### src/rtl/sha_1_avalon_host.sv
// Avalon-MM host that drives a memory-mapped SHA-1 engine for one 512-bit block.
// It writes the 16 message words, starts the engine, polls the done bit with a
// programmable gap, then reads the five digest words back.
//
// Ports:
//   clk, reset                   clock, asynchronous active-high reset
//   cmd_valid / cmd_ready        command handshake; ready only while idle
//   block_data[511:0]            message block, word 1 in [511:480]
//   digest[159:0]                H0 in [159:128] .. H4 in [31:0]
//   digest_valid, timeout        one-cycle completion / poll-exhausted pulses
//   busy                         high whenever not idle
//   avm_*                        Avalon-MM host port to the SHA-1 register slave
module sha_1_avalon_host #(
    parameter int unsigned POLL_GAP   = 4,
    parameter int unsigned POLL_LIMIT = 1024
) (
    input  logic         clk,
    input  logic         reset,
    input  logic         cmd_valid,
    output logic         cmd_ready,
    input  logic [511:0] block_data,
    output logic [159:0] digest,
    output logic         digest_valid,
    output logic         timeout,
    output logic         busy,
    output logic [4:0]   avm_address,
    output logic         avm_write,
    output logic         avm_read,
    output logic [31:0]  avm_writedata,
    input  logic [31:0]  avm_readdata,
    input  logic         avm_waitrequest
);

    typedef enum logic [2:0] {
        StIdle,
        StWrMsg,
        StWrStart,
        StPoll,
        StGap,
        StRdDig,
        StFinish
    } state_t;

    localparam logic [7:0]  GapLast   = 8'(POLL_GAP - 1);
    localparam logic [16:0] PollLimit = 17'(POLL_LIMIT);

    state_t        state;
    logic [511:0]  msg;
    logic [3:0]    word_cnt;
    logic [15:0]   poll_cnt;
    logic [7:0]    gap_cnt;
    logic          xfer_done;
    logic [16:0]   poll_next;

    assign cmd_ready = (state == StIdle);
    assign busy      = (state != StIdle);
    assign xfer_done = (avm_read | avm_write) & ~avm_waitrequest;
    // One bit wider than the counter so POLL_LIMIT = 65535 compares cleanly.
    assign poll_next = {1'b0, poll_cnt} + 17'd1;

    always_ff @(posedge clk or posedge reset) begin
        if (reset) begin
            state         <= StIdle;
            msg           <= '0;
            word_cnt      <= '0;
            poll_cnt      <= '0;
            gap_cnt       <= '0;
            avm_address   <= '0;
            avm_write     <= 1'b0;
            avm_read      <= 1'b0;
            avm_writedata <= '0;
            digest        <= '0;
            digest_valid  <= 1'b0;
            timeout       <= 1'b0;
        end else begin
            digest_valid <= 1'b0;
            timeout      <= 1'b0;
            unique case (state)
                StIdle: begin
                    if (cmd_valid) begin
                        msg           <= block_data;
                        word_cnt      <= '0;
                        avm_address   <= 5'd1;
                        avm_write     <= 1'b1;
                        avm_writedata <= block_data[511:480];
                        state         <= StWrMsg;
                    end
                end
                StWrMsg: begin
                    if (xfer_done) begin
                        if (word_cnt == 4'd15) begin
                            avm_address   <= 5'd0;
                            avm_writedata <= 32'h0000_0001;
                            state         <= StWrStart;
                        end else begin
                            // Rotate so the next word is always the second-from-top slot.
                            msg           <= {msg[479:0], msg[511:480]};
                            avm_writedata <= msg[479:448];
                            avm_address   <= avm_address + 5'd1;
                            word_cnt      <= word_cnt + 4'd1;
                        end
                    end
                end
                StWrStart: begin
                    if (xfer_done) begin
                        avm_write     <= 1'b0;
                        avm_writedata <= '0;
                        poll_cnt      <= '0;
                        if (POLL_GAP == 0) begin
                            avm_read <= 1'b1;
                            state    <= StPoll;
                        end else begin
                            gap_cnt <= '0;
                            state   <= StGap;
                        end
                    end
                end
                StGap: begin
                    if (gap_cnt == GapLast) begin
                        avm_read <= 1'b1;
                        state    <= StPoll;
                    end else begin
                        gap_cnt <= gap_cnt + 8'd1;
                    end
                end
                StPoll: begin
                    if (xfer_done) begin
                        poll_cnt <= poll_next[15:0];
                        if (avm_readdata[1]) begin
                            avm_address <= 5'd17;
                            state       <= StRdDig;
                        end else if (poll_next == PollLimit) begin
                            avm_read <= 1'b0;
                            timeout  <= 1'b1;
                            state    <= StIdle;
                        end else if (POLL_GAP != 0) begin
                            avm_read <= 1'b0;
                            gap_cnt  <= '0;
                            state    <= StGap;
                        end
                    end
                end
                StRdDig: begin
                    if (xfer_done) begin
                        case (avm_address)
                            5'd17:   digest[159:128] <= avm_readdata;
                            5'd18:   digest[127:96]  <= avm_readdata;
                            5'd19:   digest[95:64]   <= avm_readdata;
                            5'd20:   digest[63:32]   <= avm_readdata;
                            5'd21:   digest[31:0]    <= avm_readdata;
                            default: ;
                        endcase
                        if (avm_address == 5'd21) begin
                            avm_read     <= 1'b0;
                            avm_address  <= 5'd0;
                            digest_valid <= 1'b1;
                            state        <= StFinish;
                        end else begin
                            avm_address <= avm_address + 5'd1;
                        end
                    end
                end
                StFinish: begin
                    state <= StIdle;
                end
                default: begin
                    state <= StIdle;
                end
            endcase
        end
    end

endmodule

### config.mk
export PLATFORM = sky130hd
export DESIGN_NAME = sha_1_avalon_host
export DESIGN_NICKNAME = d
export VERILOG_FILES = /design/src/rtl/sha_1_avalon_host.sv
export SDC_FILE = /design/constraint.sdc
export NUM_CORES = 2
export LEC_CHECK = 0
export CAP_MARGIN = 20
export CELL_PAD_IN_SITES_DETAIL_PLACEMENT = 1
export CELL_PAD_IN_SITES_GLOBAL_PLACEMENT = 1
export CORE_MARGIN = 2
export CORE_UTILIZATION = 25
export DETAILED_ROUTE_END_ITERATION = 7
export PLACE_DENSITY = 0.59
export SYNTH_ARGS = -nofsm -noshare
export SYNTH_HDL_FRONTEND = slang
export SYNTH_SLANG_ARGS = --single-unit
### constraint.sdc
create_clock -name clk -period 25.1 [get_ports clk]
set_input_delay 2.51 -clock clk [delete_from_list [all_inputs] [get_ports clk]]
set_output_delay 2.51 -clock clk [all_outputs]
set_load 0.005 [all_outputs]
# --- Word level (Yosys, flattened, before mapping) ---
# Index checks and enable logic that the tools add are counted.
word_totals:
  register_bits: 744
  input_bits: 548
  output_inout_bits: 203
  elab_cells: 128
op_classes:
  n_addsub: 4
  n_eq_ne: 26
  mux: 57
  bitwise_logic: 3
  n_reduce_logical: 22
ops:
  columns: ["cell", "count"]
  rows:
  - ["two-way mux 512 bit", 3]
  - ["one-hot mux 512 bit (2 select lines)", 1]
  - ["two-way mux 32 bit", 4]
  - ["one-hot mux 32 bit (3 select lines)", 1]
  - ["two-way mux 8 bit", 5]
  - ["two-way mux 5 bit", 7]
  - ["two-way mux 16 bit", 2]
  - ["one-hot mux 16 bit (2 select lines)", 1]
  - ["two-way mux 3 bit", 10]
  - ["!= test 2 bit, second input constant", 13]
  - ["== test 5 bit, second input constant", 5]
  - ["one-hot mux 8 bit (3 select lines)", 1]
  - ["AND reduction 3 bit", 7]
  - ["one-hot mux 5 bit (4 select lines)", 1]
  - ["one-hot mux 3 bit (6 select lines)", 1]
  - ["AND reduction 6 bit", 3]
  - ["adder 16 x 1 -> 17 bit, second input constant", 1]
  - ["== test 17 x 11 -> 1 bit, second input constant", 1]
  - ["two-way mux 1 bit", 14]
  - ["two-way mux 4 bit", 3]
  - ["nonzero test 3 bit", 4]
  - ["adder 8 x 1 -> 8 bit, second input constant", 1]
  - ["== test 8 x 2 -> 1 bit, second input constant", 1]
  - ["one-hot mux 4 bit (2 select lines)", 1]
  - ["other kinds (16)", 21]

# --- Logic depth before layout (Yosys ltp) ---
depth:
  ltp_word: 6
  depth_mapped: 9
  depth_no_buf: 8

# --- Worst setup path after synthesis ---
# OpenSTA, ideal clock, no wires.
synth_path:
  path_type: "input to register"
  startpoint: "in avm_waitrequest"
  endpoint: "reg digest[100]"
  setup_time_ns: 0.125
  t_arrival_ns: 4.045
  t_required_ns: 24.975
  path_slack_ns: 20.930
  path_stages: 8
  path_buffers: 2
  path_cell_list: "o21ba_2 > buf_2 > nand3_1 > nor2_1 > nand2_1 > nor3b_2 > buf_2 > mux2_2"
synth_between:
  elab_chain_len: 3
synth_lines:
  columns: ["item", "line_no", "rtl"]
  rows:
  - ["start, declared", "31", "input logic avm_waitrequest"]
  - ["NOT 1 bit", "57", "assign xfer_done = (avm_read | avm_write) & ~avm_waitrequest;"]
  - ["AND 1 bit", "57", null]
  - ["AND reduction 3 bit (no source line)", null, null]
  - ["end signal, assigned", "147", "5'd18: digest[127:96] <= avm_readdata;"]
  - ["end, declared", "22", "output logic [159:0] digest,"]
# Every way passes these cells.
# A chain may end at the register's enable or synchronous reset.

==> flow_metrics.env <==
export IMPL_max_capacitance_violation_total=0
export IMPL_number_of_global_route_vias_before_repair=28770
export IMPL_min_period_ns=6.144
export IMPL_syn_inst=3511
export IMPL_drt_antenna_violating_nets=0
export IMPL_path_clk_slew_ns=0.06
export IMPL_share_clk_of_total_power_pct=25.8
export IMPL_routabilityCongestion=0.8290
export IMPL_finalClockSkew_ns=0.05959
export IMPL_syn_to_final_growth_pct=37.18
export IMPL_io_pins=751
export IMPL_post_cts_repair_setup_buffers=0
export IMPL_synth_seq_area_share_pct=57.10
export IMPL_worst_slew_pin_transition_ns=1.233
export IMPL_min_delay_path_depth=2
export IMPL_cellLeakagePower_uw=0.01895
export IMPL_core_mm2=0.1295
export IMPL_timing_setup_critical_path_class="input port to async pin"
export IMPL_mappedNetlistNets=4066
export IMPL_pin_count_of_the_biggest_net_entering_global_routing=269
export IMPL_cts_sinks=744
export IMPL_htree_num_levels=3
export IMPL_critical_path_slowest_cell="sky130_fd_sc_hd__buf_4"
export IMPL_grt_first_pass_wirelength_mm=202.8
export IMPL_fillerInstances=14850
export IMPL_cts_made_buffers=90
export IMPL_worst_slack_ns=18.96
export IMPL_placedCellCount=5758
export IMPL_finalHoldWorstSlack_ns=0.4800
export IMPL_chip_width_um=365.1
export IMPL_critPathMostFrequentCell="sky130_fd_sc_hd__buf_4"
export IMPL_post_route_drc_count=0
export IMPL_clockRootBuffer="sky130_fd_sc_hd__clkbuf_16"
export IMPL_synth_cell_type_count=68
export IMPL_hp_class="flip-flop to flip-flop"
export IMPL_globalRouteOverflowTotal=0
export IMPL_initial_core_util_pct=25.18
export IMPL_post_synthesis_area_per_instance_um2=9.287
export IMPL_place_hpwl_mm=103.5
export IMPL_finalCoreUtilization_pct=34.54
export IMPL_cts_resized=0
export IMPL_fp_dieArea_mm2=0.1333
export IMPL_worst_skew_pair_late_latency_ns=0.72
export IMPL_dominantRegCellSynth="sky130_fd_sc_hd__dfrtp_1"
export IMPL_report_final_setup_viol=0
export IMPL_worstSetupEndpointType="async pin"
export IMPL_total_number_of_vias=28390
export IMPL_power_ir_vdd_worst_mv=0.08457
export IMPL_startpoint_kind_of_the_worst_setup_timing_path="input port"
export IMPL_die_y_um=365.1
export IMPL_maxClockFrequency_ghz=0.1628
export IMPL_grt_antenna_before_repair=32
export IMPL_synth_ff_latch_count=744
export IMPL_power_share_switching_pct=39.97
export IMPL_cp_data_required_time_ns=25.77
export IMPL_power_share_combinational_pct=36.4
export IMPL_delay_of_the_slowest_critical_path_stage_ns=0.88
export IMPL_drt_pass1_iterations=5
export IMPL_drive_above_1_share_pct=8.806
export IMPL_intPower_uw=3265
export IMPL_place_worst_setup_slack_ns=17.78
export IMPL_total_switching_power_uw=2174
export IMPL_clk_path_buf_depth=3
export IMPL_gr_usage_all_layers_pct=20.86
export IMPL_layout_cells_non_filler=5931
export IMPL_synth_edf_count=0
export IMPL_critical_path_arrival_ns=6.82
export IMPL_maxSlewHeadroom_pct=17.81
export IMPL_unrepaired_setup_endpoints_after_global_routing="false"
export IMPL_cts_hold_fix_buffers=0
export IMPL_drt_wirelength_per_cell_um=23.88
export IMPL_timing_max_transition_violations_final=0
export IMPL_dr_first_iter_drc_count=2331
export IMPL_post_route_period_util_pct=24.48
export IMPL_share_seq_of_total_power_pct=37.9
export IMPL_r2r_worst_path_cells=7
export IMPL_rows=132
export IMPL_power_density_cell_area_mw_per_mm2=121.6
export IMPL_run_status="completed"
export IMPL_worst_path_max_fanout=159
export IMPL_timing_hold_violations_final=0
export IMPL_async_set_or_reset_flop_fraction_in_the_synthesized_netlist_pct=100.0
export IMPL_routed_wl_mm=141.6
export IMPL_detail_route_vias_per_cell=4.787
export IMPL_final_nets=4664
export IMPL_synthesis_area_mm2=0.03261
export IMPL_setup_total_negative_slack_ns=0
export IMPL_tritoncts_clock_tree="built"
export IMPL_series_of_cell_instances_along_the_critical_path="clkdlybuf4s50_1 > inv_8 > buf_4 > buf_12 > buf_4 > buf_4"
export IMPL_io_buffer_count=750
export IMPL_synth_warnings=0
[cells in the final DEF (no fill, tap or decap), types with 3 or more instances in the layout]
cell	Yosys	routed
sky130_fd_sc_hd__o21ai_1	6	6
sky130_fd_sc_hd__dfrtp_1	744	744
sky130_fd_sc_hd__nor2b_1	4	4
sky130_fd_sc_hd__nor2_1	507	503
sky130_fd_sc_hd__nand4_1	7	7
sky130_fd_sc_hd__nand3_1	13	13
sky130_fd_sc_hd__a221o_1	32	32
sky130_fd_sc_hd__or3_1	5	4
sky130_fd_sc_hd__o31ai_1	7	7
sky130_fd_sc_hd__o21ai_0	54	54
sky130_fd_sc_hd__o21a_1	4	4
sky130_fd_sc_hd__clkinv_4	0	3
sky130_fd_sc_hd__clkbuf_1	174	14
sky130_fd_sc_hd__mux2_2	162	162
sky130_fd_sc_hd__inv_6	0	5
sky130_fd_sc_hd__buf_12	0	8
sky130_fd_sc_hd__buf_4	2	25
sky130_fd_sc_hd__bufinv_16	0	12
sky130_fd_sc_hd__clkbuf_8	0	15
sky130_fd_sc_hd__nor3_1	9	8
sky130_fd_sc_hd__inv_1	10	9
sky130_fd_sc_hd__mux2i_1	5	5
sky130_fd_sc_hd__nor2_4	0	3
sky130_fd_sc_hd__nor4_1	3	3
sky130_fd_sc_hd__and2_1	2	3
sky130_fd_sc_hd__clkinv_2	0	17
sky130_fd_sc_hd__o41ai_1	3	3
sky130_fd_sc_hd__and3_1	39	39
sky130_fd_sc_hd__a21oi_1	27	27
sky130_fd_sc_hd__a31oi_1	485	485
sky130_fd_sc_hd__clkbuf_16	0	91
sky130_fd_sc_hd__ha_1	7	7
sky130_fd_sc_hd__nand2b_1	6	5
sky130_fd_sc_hd__diode_2	0	10
sky130_fd_sc_hd__nand2_1	1016	1016
sky130_fd_sc_hd__clkdlybuf4s50_1	0	750
sky130_fd_sc_hd__a22oi_1	31	31
sky130_fd_sc_hd__a22o_1	5	5
[cells in the mapped netlist, types with 3 or more instances]
cell | instances | area [um2]
sky130_fd_sc_hd__a21oi_1 | 27 | 135.1
sky130_fd_sc_hd__a221o_1 | 32 | 320.3
sky130_fd_sc_hd__a22o_1 | 5 | 43.79
sky130_fd_sc_hd__a22oi_1 | 31 | 232.7
sky130_fd_sc_hd__a31oi_1 | 485 | 3034
sky130_fd_sc_hd__and3_1 | 39 | 244.0
sky130_fd_sc_hd__buf_1 | 18 | 67.56
sky130_fd_sc_hd__buf_2 | 81 | 405.4
sky130_fd_sc_hd__clkbuf_1 | 174 | 653.1
sky130_fd_sc_hd__dfrtp_1 | 744 | 18620
sky130_fd_sc_hd__ha_1 | 7 | 87.58
sky130_fd_sc_hd__inv_1 | 10 | 37.54
sky130_fd_sc_hd__mux2_2 | 162 | 1824
sky130_fd_sc_hd__mux2i_1 | 5 | 50.05
sky130_fd_sc_hd__nand2_1 | 1016 | 3814
sky130_fd_sc_hd__nand2b_1 | 6 | 37.54
sky130_fd_sc_hd__nand3_1 | 13 | 65.06
sky130_fd_sc_hd__nand4_1 | 7 | 43.79
sky130_fd_sc_hd__nor2_1 | 507 | 1903
sky130_fd_sc_hd__nor2b_1 | 4 | 25.02
sky130_fd_sc_hd__nor3_1 | 9 | 45.04
sky130_fd_sc_hd__nor4_1 | 3 | 18.77
sky130_fd_sc_hd__o21a_1 | 4 | 30.03
sky130_fd_sc_hd__o21ai_0 | 54 | 270.3
sky130_fd_sc_hd__o21ai_1 | 6 | 30.03
sky130_fd_sc_hd__o31ai_1 | 7 | 52.55
sky130_fd_sc_hd__o41ai_1 | 3 | 26.28
sky130_fd_sc_hd__or3_1 | 5 | 31.28
[cells by family (layout without fill, tap and decap cells)]
| kind of cell | Yosys count | in the layout | synth area share (%) |
|---|---|---|---|
| buffers and inverters | 288 | 956 | 3.699 |
| other | 0 | 10 | 0 |
| AOI/OAI and AO/OA | 679 | 679 | 13.62 |
| muxes | 167 | 167 | 5.749 |
| and+or+nand+nor | 1626 | 1626 | 19.56 |
| DFF | 744 | 744 | 57.10 |
| adders and majority gates | 7 | 7 | 0.2686 |
[through the flow]
stage / total power (uW) / cell area (um2)
after floorplan: 3254 / 32610
after global placement: 4026 / 41510
after detailed placement: 4086 / 41530
after CTS: 5515 / 44680
after global routing: 5848 / 44730
final: 5439 / 44730
[state kept, by name, indices dropped and copies added, names as in the netlist, 3 cells and up]
signal / flops
digest: 160
avm_address: 5
msg: 512
word_cnt: 4
gap_cnt: 8
poll_cnt: 16
avm_writedata: 32
state: 3
[critical path, delay by kind of cell]
family	cells	cell delay, ns
buffers and inverters	6	3.96
[cell type report]
class,count,area (um2),area share [%]
Multi-Input combinational cell,2479,12830,28.69
Clock inverter,42,610.6,1.365
Tap cell,1742,2180,4.873
Inverter,10,45.04,0.1007
Timing Repair Buffer,784,7883,17.62
Antenna cell,10,25.02,0.05595
Sequential cell,744,18620,41.62
Clock buffer,120,2536,5.670
[routing by layer]
metal	routed length [um]	part of all wire, %	up-vias	global-route usage [%]
met2	65400	46	826	32.61
met5	134	0.095	-	0
met3	9915	7.0	197	5.747
met4	3999	2.8	22	6.488
met1	62180	44	14130	27.94
li1	-	-	13220	-
[path summary, 6_finish.rpt]
check | start | endpoint | slack [ns]
min in group asynchronous | reset | avm_writedata[17] | 2.37
worst max register to register | state[0] | msg[446] | 20.64
worst max-delay path | reset | msg[48] | 18.96
worst min register to register | avm_writedata[17] | avm_writedata[17] | 0.48
worst min-delay path | avm_writedata[17] | avm_writedata[17] | 0.48
max in group clk | avm_waitrequest | msg[214] | 19.07
[power groups by stage]
| stage | Clock [uW] | Combinational [uW] | Sequential (uW) |
|---|---|---|---|
| after global routing | 1490 | 2230 | 2130 |
| after global placement | 0 | 1960 | 2070 |
| after detailed placement | 0 | 2000 | 2080 |
| after CTS | 1440 | 2010 | 2070 |
| after floorplan | 0 | 1330 | 1920 |
| final | 1400 | 1980 | 2060 |
No activity file was read; power rests on OpenSTA's default activity.
